==> src/rtl/fetch_buffer_pkg.sv <==
// Shared types and constants for the instruction-fetch buffer.
// Address and instruction widths are fixed here so that the queue entry
// struct, the bus interface and the datapath all agree on one layout.
package fetch_buffer_pkg;

    localparam int ADDR_W = 32;
    localparam int DATA_W = 32;

    // Fetch control states: one outstanding memory read at most.
    typedef enum logic [1:0] {
        IDLE  = 2'd0,
        REQ   = 2'd1,
        WAIT  = 2'd2,
        DRAIN = 2'd3
    } fb_state_t;

    // One queued fetch: address, instruction word, misalignment flag.
    typedef struct packed {
        logic [ADDR_W-1:0] pc;
        logic [DATA_W-1:0] instr;
        logic              err;
    } fetch_entry_t;

    // Filler word for entries that carry no fetched data (reset, misaligned).
    localparam logic [DATA_W-1:0] NOP_INSTR = '0;

endpackage

==> src/rtl/fetch_buffer_if.sv <==
// Bus bundle of the fetch buffer: PC handshake, flush, instruction-memory
// request/response, and the decode-side head-of-queue handshake.
// slave  = the fetch buffer's view, master = the surrounding pipeline/memory.
interface fetch_buffer_if;
    import fetch_buffer_pkg::*;

    logic [ADDR_W-1:0] pc_addr;
    logic              pc_valid;
    logic              pc_ready;
    logic              flush;

    logic              imem_req;
    logic [ADDR_W-1:0] imem_addr;
    logic              imem_gnt;
    logic              imem_rvalid;
    logic [DATA_W-1:0] imem_rdata;

    logic              if_valid;
    logic              if_ready;
    logic [ADDR_W-1:0] if_pc;
    logic [DATA_W-1:0] if_instr;
    logic              if_err;

    modport slave (
        input  pc_addr, pc_valid, flush, imem_gnt, imem_rvalid, imem_rdata, if_ready,
        output pc_ready, imem_req, imem_addr, if_valid, if_pc, if_instr, if_err
    );

    modport master (
        output pc_addr, pc_valid, flush, imem_gnt, imem_rvalid, imem_rdata, if_ready,
        input  pc_ready, imem_req, imem_addr, if_valid, if_pc, if_instr, if_err
    );

endinterface

==> src/rtl/fetch_fifo.sv <==
// Small register FIFO of fetch entries. The head entry is presented
// combinationally so a pushed entry is visible the cycle after the push.
// clear drops everything and wins over a simultaneous push or pop.
module fetch_fifo
    import fetch_buffer_pkg::*;
#(
    parameter int DEPTH = 4
) (
    input  logic                   clk,
    input  logic                   reset,
    input  logic                   clear,
    input  logic                   push,
    input  fetch_entry_t           push_entry,
    input  logic                   pop,
    output fetch_entry_t           head_entry,
    output logic [$clog2(DEPTH):0] count,
    output logic                   empty
);
    localparam int PTR_W = $clog2(DEPTH);
    localparam int CNT_W = PTR_W + 1;

    logic [PTR_W-1:0] wr_ptr_reg, rd_ptr_reg;
    logic [CNT_W-1:0] count_reg, count_next;
    logic             full, push_en, pop_en;
    fetch_entry_t     entries [DEPTH];

    // DEPTH is a power of two and count never exceeds it, so the MSB alone means full.
    assign empty   = (count_reg == '0);
    assign full    = count_reg[PTR_W];
    assign pop_en  = pop && !empty && !clear;
    assign push_en = push && !clear && (!full || pop_en);

    genvar gi;
    generate
        for (gi = 0; gi < DEPTH; gi++) begin : g_entry
            fetch_entry_t entry_reg;

            // Storage slot gi: written only when the write pointer selects it.
            always_ff @(posedge clk or posedge reset) begin
                if (reset) begin
                    entry_reg <= '{pc: '0, instr: NOP_INSTR, err: 1'b0};
                end else if (push_en && (wr_ptr_reg == PTR_W'(gi))) begin
                    entry_reg <= push_entry;
                end
            end

            assign entries[gi] = entry_reg;
        end
    endgenerate

    assign head_entry = entries[rd_ptr_reg];
    assign count      = count_reg;

    // Occupancy follows push/pop; simultaneous push and pop leave it unchanged.
    always_comb begin
        count_next = count_reg;
        if (push_en && !pop_en) begin
            count_next = count_reg + CNT_W'(1);
        end else if (pop_en && !push_en) begin
            count_next = count_reg - CNT_W'(1);
        end
    end

    // Pointers wrap naturally at DEPTH; clear resets them and the count.
    always_ff @(posedge clk or posedge reset) begin
        if (reset) begin
            wr_ptr_reg <= '0;
            rd_ptr_reg <= '0;
            count_reg  <= '0;
        end else if (clear) begin
            wr_ptr_reg <= '0;
            rd_ptr_reg <= '0;
            count_reg  <= '0;
        end else begin
            if (push_en) wr_ptr_reg <= wr_ptr_reg + PTR_W'(1);
            if (pop_en)  rd_ptr_reg <= rd_ptr_reg + PTR_W'(1);
            count_reg <= count_next;
        end
    end

endmodule

==> src/rtl/fetch_buffer.sv <==
// Instruction-fetch buffer: accepts PC addresses, issues one memory read at
// a time and queues {pc, instr} pairs for decode. A queue slot is reserved
// when an address is accepted, so a returning response always has room.
// flush drops the queue and any in-flight response (DRAIN swallows a
// response whose request was already granted).
// Optional build macro FETCH_BUFFER_ALIGN_CHK_EN: misaligned addresses are
// not fetched; an error entry {pc, NOP_INSTR, err=1} is queued instead.
module fetch_buffer
    import fetch_buffer_pkg::*;
#(
    parameter int DEPTH = 4
) (
    input  logic          clk,
    input  logic          reset,
    fetch_buffer_if.slave bus
);
    localparam int CNT_W = $clog2(DEPTH) + 1;

    fb_state_t         state_reg, state_next;
    logic [ADDR_W-1:0] addr_reg;
    logic              accept, misaligned, push, pc_ready_c, imem_req_c, empty;
    fetch_entry_t      push_entry, head_entry;
    logic [CNT_W-1:0]  count;

`ifdef FETCH_BUFFER_ALIGN_CHK_EN
    assign misaligned = (bus.pc_addr[1:0] != 2'b00);
`else
    assign misaligned = 1'b0;
`endif

    // Next-state, handshake and push decisions for the single outstanding fetch.
    always_comb begin
        state_next = state_reg;
        pc_ready_c = 1'b0;
        imem_req_c = 1'b0;
        accept     = 1'b0;
        push       = 1'b0;
        push_entry = '{pc: addr_reg, instr: bus.imem_rdata, err: 1'b0};
        unique case (state_reg)
            IDLE: begin
                pc_ready_c = !bus.flush && (count < CNT_W'(DEPTH));
                accept     = bus.pc_valid && pc_ready_c;
                if (accept) begin
                    if (misaligned) begin
                        push       = 1'b1;
                        push_entry = '{pc: bus.pc_addr, instr: NOP_INSTR, err: 1'b1};
                    end else begin
                        state_next = REQ;
                    end
                end
            end
            REQ: begin
                imem_req_c = 1'b1;
                if (bus.imem_gnt) begin
                    state_next = bus.flush ? DRAIN : WAIT;
                end else if (bus.flush) begin
                    state_next = IDLE;
                end
            end
            WAIT: begin
                if (bus.imem_rvalid) begin
                    push       = !bus.flush;
                    state_next = IDLE;
                end else if (bus.flush) begin
                    state_next = DRAIN;
                end
            end
            DRAIN: begin
                if (bus.imem_rvalid) begin
                    state_next = IDLE;
                end
            end
            default: state_next = IDLE;
        endcase
    end

    // State register; reset abandons any outstanding fetch.
    always_ff @(posedge clk or posedge reset) begin
        if (reset) begin
            state_reg <= IDLE;
        end else begin
            state_reg <= state_next;
        end
    end

    // Address latch: holds the accepted PC for the request and the queued entry.
    always_ff @(posedge clk or posedge reset) begin
        if (reset) begin
            addr_reg <= '0;
        end else if (accept) begin
            addr_reg <= bus.pc_addr;
        end
    end

    fetch_fifo #(
        .DEPTH (DEPTH)
    ) u_fifo (
        .clk        (clk),
        .reset      (reset),
        .clear      (bus.flush),
        .push       (push),
        .push_entry (push_entry),
        .pop        (bus.if_ready),
        .head_entry (head_entry),
        .count      (count),
        .empty      (empty)
    );

    // pc_ready is combinational from IDLE, so it is forced low while reset is held.
    assign bus.pc_ready  = pc_ready_c && !reset;
    assign bus.imem_req  = imem_req_c;
    assign bus.imem_addr = addr_reg;
    assign bus.if_valid  = !empty;
    assign bus.if_pc     = head_entry.pc;
    assign bus.if_instr  = head_entry.instr;
    // Without the alignment check every stored err bit is written 0.
    assign bus.if_err    = head_entry.err;

endmodule
==> src/flat_wrapper.sv <==
// flat-port wrapper written by rule: the top's interface ports become plain ports
module fetch_buffer_flat import fetch_buffer_pkg::*;
#(
    parameter int DEPTH = 4
)
  (clk, reset, bus_pc_addr, bus_pc_valid, bus_flush, bus_imem_gnt, bus_imem_rvalid, bus_imem_rdata, bus_if_ready, bus_pc_ready, bus_imem_req, bus_imem_addr, bus_if_valid, bus_if_pc, bus_if_instr, bus_if_err);
  fetch_buffer_if bus_i ();
  input  logic clk;
  input  logic reset;
  input wire logic [$bits(bus_i.pc_addr)-1:0] bus_pc_addr;
  input wire logic [$bits(bus_i.pc_valid)-1:0] bus_pc_valid;
  input wire logic [$bits(bus_i.flush)-1:0] bus_flush;
  input wire logic [$bits(bus_i.imem_gnt)-1:0] bus_imem_gnt;
  input wire logic [$bits(bus_i.imem_rvalid)-1:0] bus_imem_rvalid;
  input wire logic [$bits(bus_i.imem_rdata)-1:0] bus_imem_rdata;
  input wire logic [$bits(bus_i.if_ready)-1:0] bus_if_ready;
  output wire logic [$bits(bus_i.pc_ready)-1:0] bus_pc_ready;
  output wire logic [$bits(bus_i.imem_req)-1:0] bus_imem_req;
  output wire logic [$bits(bus_i.imem_addr)-1:0] bus_imem_addr;
  output wire logic [$bits(bus_i.if_valid)-1:0] bus_if_valid;
  output wire logic [$bits(bus_i.if_pc)-1:0] bus_if_pc;
  output wire logic [$bits(bus_i.if_instr)-1:0] bus_if_instr;
  output wire logic [$bits(bus_i.if_err)-1:0] bus_if_err;
  assign bus_i.pc_addr = bus_pc_addr;
  assign bus_i.pc_valid = bus_pc_valid;
  assign bus_i.flush = bus_flush;
  assign bus_i.imem_gnt = bus_imem_gnt;
  assign bus_i.imem_rvalid = bus_imem_rvalid;
  assign bus_i.imem_rdata = bus_imem_rdata;
  assign bus_i.if_ready = bus_if_ready;
  assign bus_pc_ready = bus_i.pc_ready;
  assign bus_imem_req = bus_i.imem_req;
  assign bus_imem_addr = bus_i.imem_addr;
  assign bus_if_valid = bus_i.if_valid;
  assign bus_if_pc = bus_i.if_pc;
  assign bus_if_instr = bus_i.if_instr;
  assign bus_if_err = bus_i.if_err;
  fetch_buffer #(.DEPTH(DEPTH)) u_core (.clk(clk), .reset(reset), .bus(bus_i));
endmodule
==> config.mk <==
export PLATFORM = sky130hd
export DESIGN_NAME = fetch_buffer_flat
export DESIGN_NICKNAME = d
export VERILOG_FILES = /design/src/rtl/fetch_buffer_pkg.sv /design/src/rtl/fetch_buffer_if.sv /design/src/rtl/fetch_fifo.sv /design/src/rtl/fetch_buffer.sv /design/src/flat_wrapper.sv
export SDC_FILE = /design/constraint.sdc
export NUM_CORES = 1
export LEC_CHECK = 0
export BUFFER_PORTS_ARGS = -buffer_cell sky130_fd_sc_hd__buf_2
export CORE_MARGIN = 5
export CORE_UTILIZATION = 55
export CTS_CLUSTER_SIZE = 14
export DETAILED_ROUTE_END_ITERATION = 8
export PLACE_DENSITY = 0.75
export REMOVE_ABC_BUFFERS = 1
export SKIP_CTS_REPAIR_TIMING = 1
export SLEW_MARGIN = 20
export SYNTH_ARGS = -nofsm -noshare
export SYNTH_HDL_FRONTEND = slang
export SYNTH_HIERARCHICAL = 1
export SYNTH_SLANG_ARGS = --single-unit
==> constraint.sdc <==
create_clock -name clk -period 17 [get_ports clk]
set_input_delay 1.7 -clock clk [delete_from_list [all_inputs] [get_ports clk]]
set_output_delay 1.7 -clock clk [all_outputs]
set_load 0.005 [all_outputs]
* Word level (Yosys, flattened, before mapping) *
Index checks and enable logic that the tools add are counted.
W data, S select, Z words.

operators by class
  reductions and logical operators = 27
  mux-type cells = 23
  add/sub/neg operators = 4
  equal/unequal tests = 10
  bitwise logic cells = 1
  $lt $le $gt $ge = 2

operator list
  cell                   count
  $bmux W65 S2           1
  $mux W65               2
  $mux W2                10
  $logic_and A1 B1 Y1    13
  $mux W3                3
  $eq A2 B2 Y1 const B   4
  $pmux W2 S4            1
  $logic_not A1 Y1       6
  $mux W1                6
  $ne A3 B3 Y1 const B   2
  $add A2 B1 Y2 const B  2
  $eq A2 B1 Y1 const B   2
  $logic_not A2 Y1       2
  $reduce_and A4 Y1      1
  $reduce_bool A2 Y1     2
  $add A3 B1 Y3 const B  1
  $ge A3 B3 Y1 const B   1
  $logic_not A3 Y1       1
  $lt A3 B3 Y1 const B   1
  $not A2 Y3             1
  $reduce_bool A3 Y1     1
  $sub A3 B1 Y3 const B  1
  $ne A2 B1 Y1 const B   1
  $ne A2 B2 Y1 const B   1
  $logic_or A1 B1 Y1     1

word-level totals
  register bits = 297
  word-level logic and storage cells = 80

* Logic depth before layout (Yosys ltp) *
  depth after elaboration = 11
  gate-level depth with buffers = 8
  depth with buffers taken out = 8

* Cells and area by module *
Netlist, hierarchy kept.

modules (own cells, without submodules)
  module        times used  cells each  area each (um2)
  fetch_fifo    1           686         12,562.0
  fetch_buffer  1           85          1,465.2

* Worst setup path after synthesis *
No wires, ideal clock.

  path kind = input -> output
  start point = input reset
  end point = output bus_pc_ready
  setup slack = 12.629 ns
  stages on the path = 2
  path buffers = 0
  data required time = 15.300 ns
  arrival = 2.671 ns
  cell sequence = inv_1 and2_1

on the way
  cells in the longest elaborated chain, start to end = 2

RTL lines
  what                        line                 text
  start: declaration          flat_wrapper.sv:9    input logic reset;
  $logic_not A1 Y1 (no line)  n/a
  $logic_and A1 B1 Y1         fetch_buffer.sv:110  assign bus.pc_ready = pc_ready_c && !reset;
  end: declaration            flat_wrapper.sv:17   output wire logic [$bits(bus_i.pc_ready)-1:0] bus_pc_ready;

No other way between the ends.

* Worst setup path after layout *
  start point = register u_core.u_fifo.rd_ptr_reg[0]
  end point = output bus_if_instr[16]

on the way
  cells in the longest elaborated chain, start to end = 4

RTL lines
  what                                          line                text
  start: declaration                            fetch_fifo.sv:22    logic [PTR_W-1:0] wr_ptr_reg, rd_ptr_reg;
  start signal: assignment                      fetch_fifo.sv:76    if (pop_en) rd_ptr_reg <= rd_ptr_reg + PTR_W'(1);
  $not A2 Y3 (implied by the code)              fetch_fifo.sv:51    assign head_entry = entries[rd_ptr_reg];
  $bmux W65 S2                                  fetch_fifo.sv:51
  $mux W65 (implied by the code) (2 in series)  fetch_fifo.sv:51
  end: declaration                              flat_wrapper.sv:22  output wire logic [$bits(bus_i.if_instr)-1:0] bus_if_instr;

No other way between the ends. The select of a mux whose other input is x is not followed.

==> flow_summary.yaml <==
routing:
  dr_total_vias: 7248
  wire_per_inst_um: 21.3
  wl_met3_mm: 1.46
  wl_mm: 27.6
  first_iter_violations: 397
  avgViaCountPerCell: 5.59
  top_layer_used: "met5"
  drc: 0
  wl_met2_mm: 12.7
  first_pass_iters: 4
  met1Wirelength_mm: 13.0
  ant_nets: 0
synthesis:
  synth_area_sq_um: 14000
  synth_cell_types: 40
  syn_avg_cell_area_sq_um: 18.2
  async_flop_share_pct: 100
  synthFlopType: "dfrtp_1"
  synth_edf_count: 0
  synth_cells: 771
  synth_seq_cells: 301
  yosysWarnings: 6
  yosysSeqAreaShare_pct: 53.7
sta:
  post-route-period-util_pct: 27.0
  timing.fmax_ghz: 0.218
  drv_slew: 0
  setup-tns-final_ns: 0
  rsz0062_at_grt: "false"
  relSlewSlack_pct: 23.4
  clock_skew_ns: 0.00921
  setup_viol: 0
  holdWs_ns: 0.498
  min_period_ns: 4.58
  tightest_slew_ns: 1.15
  hold_viol_final: 0
floorplanning:
  start_util_pct: 55.7
  die_y_um: 170
  fp.dieW_um: 170
  num_io_pins: 171
  row_count: 58
  coreArea_sq_um: 25200
  dieArea_sq_um: 28800
worst_setup_path:
  reg2reg_slack_ns: 14.05
  r2r-end: "u_core/u_fifo/entries[78]"
  end_kind: "primary output"
  r2r-start: "u_core/state_reg[0]"
  critPathLaunchType: "flop"
  arrival_ns: 2.88
  critPathBufInv: 2
  path_cells: "buf_4, mux4_2, buf_2"
  cp_slowest_cell: "buf_4"
  reg2reg_depth: 6
  critPathKind: "flop to primary output"
  critical-path-top-delay-family: "buffers and inverters"
  cpPeakStageDelay_ns: 0.84
  path_max_fanout: 45
  required_ns: 15.30
clocking:
  cts.htree.levels: 2
  ctsLongestPathBuffers: 3
  worstSkewPairLatency_ns: 0.50
  cts_tree: "yes"
  cts_made_buffers: 35
  cts.clk_slew.worst_paths_ns: 0.06
  clockRootBuffer: "clkbuf_16"
  cts.sinks: 301
worst_hold_path:
  hold_end: "u_core/u_fifo/entries[117]"
  hp-start: "u_core/u_fifo/entries[117]"
  worstHoldPathCells: 1
  hold_class: "flop to flop"
final_layout:
  finish.net_count: 1017
  design_area_sq_um: 16200
  area_growth_pct: 15.7
  final_util_pct: 64.4
  antenna_cells: 0
  drive_gt1_share_pct: 62.1
  multiInputGateArea_sq_um: 6090
  largest_reg_flops: 260
  seqCellArea_sq_um: 7540
  n_fill_cell: 1778
global_routing:
  grt_max_degree: 136
  grt_pass1_wl_mm: 45.2
  antenna_found_initial: 1
  grt_pass1_vias: 8000
  grt_overflow: 0
  track_usage_pct: 19.6
pwr:
  leakagePower_nw: 8.51
  total_power_mw: 2.33
  max-vdd-ir-drop_v: 0.0000976
  pwr_density_cell_nw_per_um2: 143
place:
  globalplace.congestion: 0.718
  dpl_cell_area_sq_um: 15000
  hpwl_mm: 16.3
  port-buffer-count: 170
outcome:
  status: "complete, no violations"
job:
  cap_viol_max_count: 0
[power by group]
| group | internal [mW] | leakage [nW] | switching [mW] |
|---|---|---|---|
| Clock | 0.504 | 0.598 | 0.279 |
| Sequential | 0.849 | 4.05 | 0.136 |
| Combinational | 0.363 | 3.86 | 0.195 |
| Total | 1.72 | 8.51 | 0.609 |
[worst max path at each step]
stage | slack (ns) | cells past startpoint | to | start
6_report | 12.42 | 3 | bus_if_instr[16] | u_core/u_fifo/rd_ptr_reg[0]
5_1_grt | 12.14 | 3 | bus_if_pc[30] | u_core/u_fifo/rd_ptr_reg[0]
4_1_cts | 12.27 | 3 | bus_if_pc[30] | u_core/u_fifo/rd_ptr_reg[0]
3_5_place_dp | 12.57 | 7 | u_core/u_fifo/entries[86] | bus_flush
3_3_place_gp | 12.63 | 7 | u_core/u_fifo/entries[95] | bus_flush
2_1_floorplan | 7.95 | 1 | u_core/u_fifo/count[0] | reset
[cell usage after synthesis, types with 3 or more instances]
master    count  area [sq um]
dfrtp_1     301          7530
nor2b_1       3          18.8
nand3_2       4          40.0
buf_6        27           304
buf_2         9          45.0
nor3_1        3          15.0
buf_1         3          11.3
a21oi_1       3          15.0
inv_1         9          33.8
clkbuf_1      6          22.5
mux2_4      230          3450
o21a_1        3          22.5
buf_4         4          30.0
mux2_2       63           709
mux4_2       65          1460
ha_1          4          50.1
nor2_1        6          22.5
[cell families (layout without fill, tap and decap cells)]
| kind of cell | after synthesis | after routing | share of synthesized area [%] |
|---|---|---|---|
| adders and majority gates | 5 | 5 | 0.500 |
| buffers and inverters | 58 | 250 | 3.18 |
| DFF | 301 | 301 | 53.7 |
| xor gates and xnor gates | 3 | 3 | 0.187 |
| AOI/OAI and AO/OA | 17 | 17 | 0.865 |
| and+or+nand+nor | 27 | 27 | 1.36 |
| other | 1 | 4 | 0.0267 |
| muxes | 359 | 359 | 40.2 |
[stage by stage]
stage	worst slack [ns]	std cells
floorplan	7.95	725
global placement	12.63	1234
finish	12.42	1296
CTS	12.27	1296
global route	12.14	1296
detailed placement	12.57	1234
[cells in the final DEF, fill, tap and decap left out, drive strengths merged, types with 2 or more instances in the layout]
cell / synthesis / routed
buf: 43 / 179
conb: 1 / 4
nor3: 3 / 3
bufinv: 0 / 5
mux4: 65 / 65
a21oi: 3 / 3
o21a: 3 / 3
ha: 4 / 4
inv: 9 / 8
clkinv: 0 / 3
o21ai: 2 / 2
clkbuf: 6 / 55
a221oi: 2 / 2
nor2b: 4 / 4
mux2: 293 / 293
nand3: 6 / 6
nand2b: 3 / 3
nor2: 6 / 6
xor2: 2 / 2
dfrtp: 301 / 301
[metal layers]
layer / up-vias / global-route usage [%]
li1: 3193 / -
met1: 3842 / 30.0
met2: 174 / 29.9
met3: 37 / 3.17
met4: 2 / 4.27
met5: - / 0
[layout make-up]
cell class | instances | area share, %
clock buffer | 55 | 6.55
timing repair buffer | 179 | 5.66
tap | 330 | 2.54
sequential | 301 | 46.4
inverter | 9 | 0.254
clock inverter | 7 | 0.987
multi-input combinational | 415 | 37.6
(Power assumes the default switching activity.)
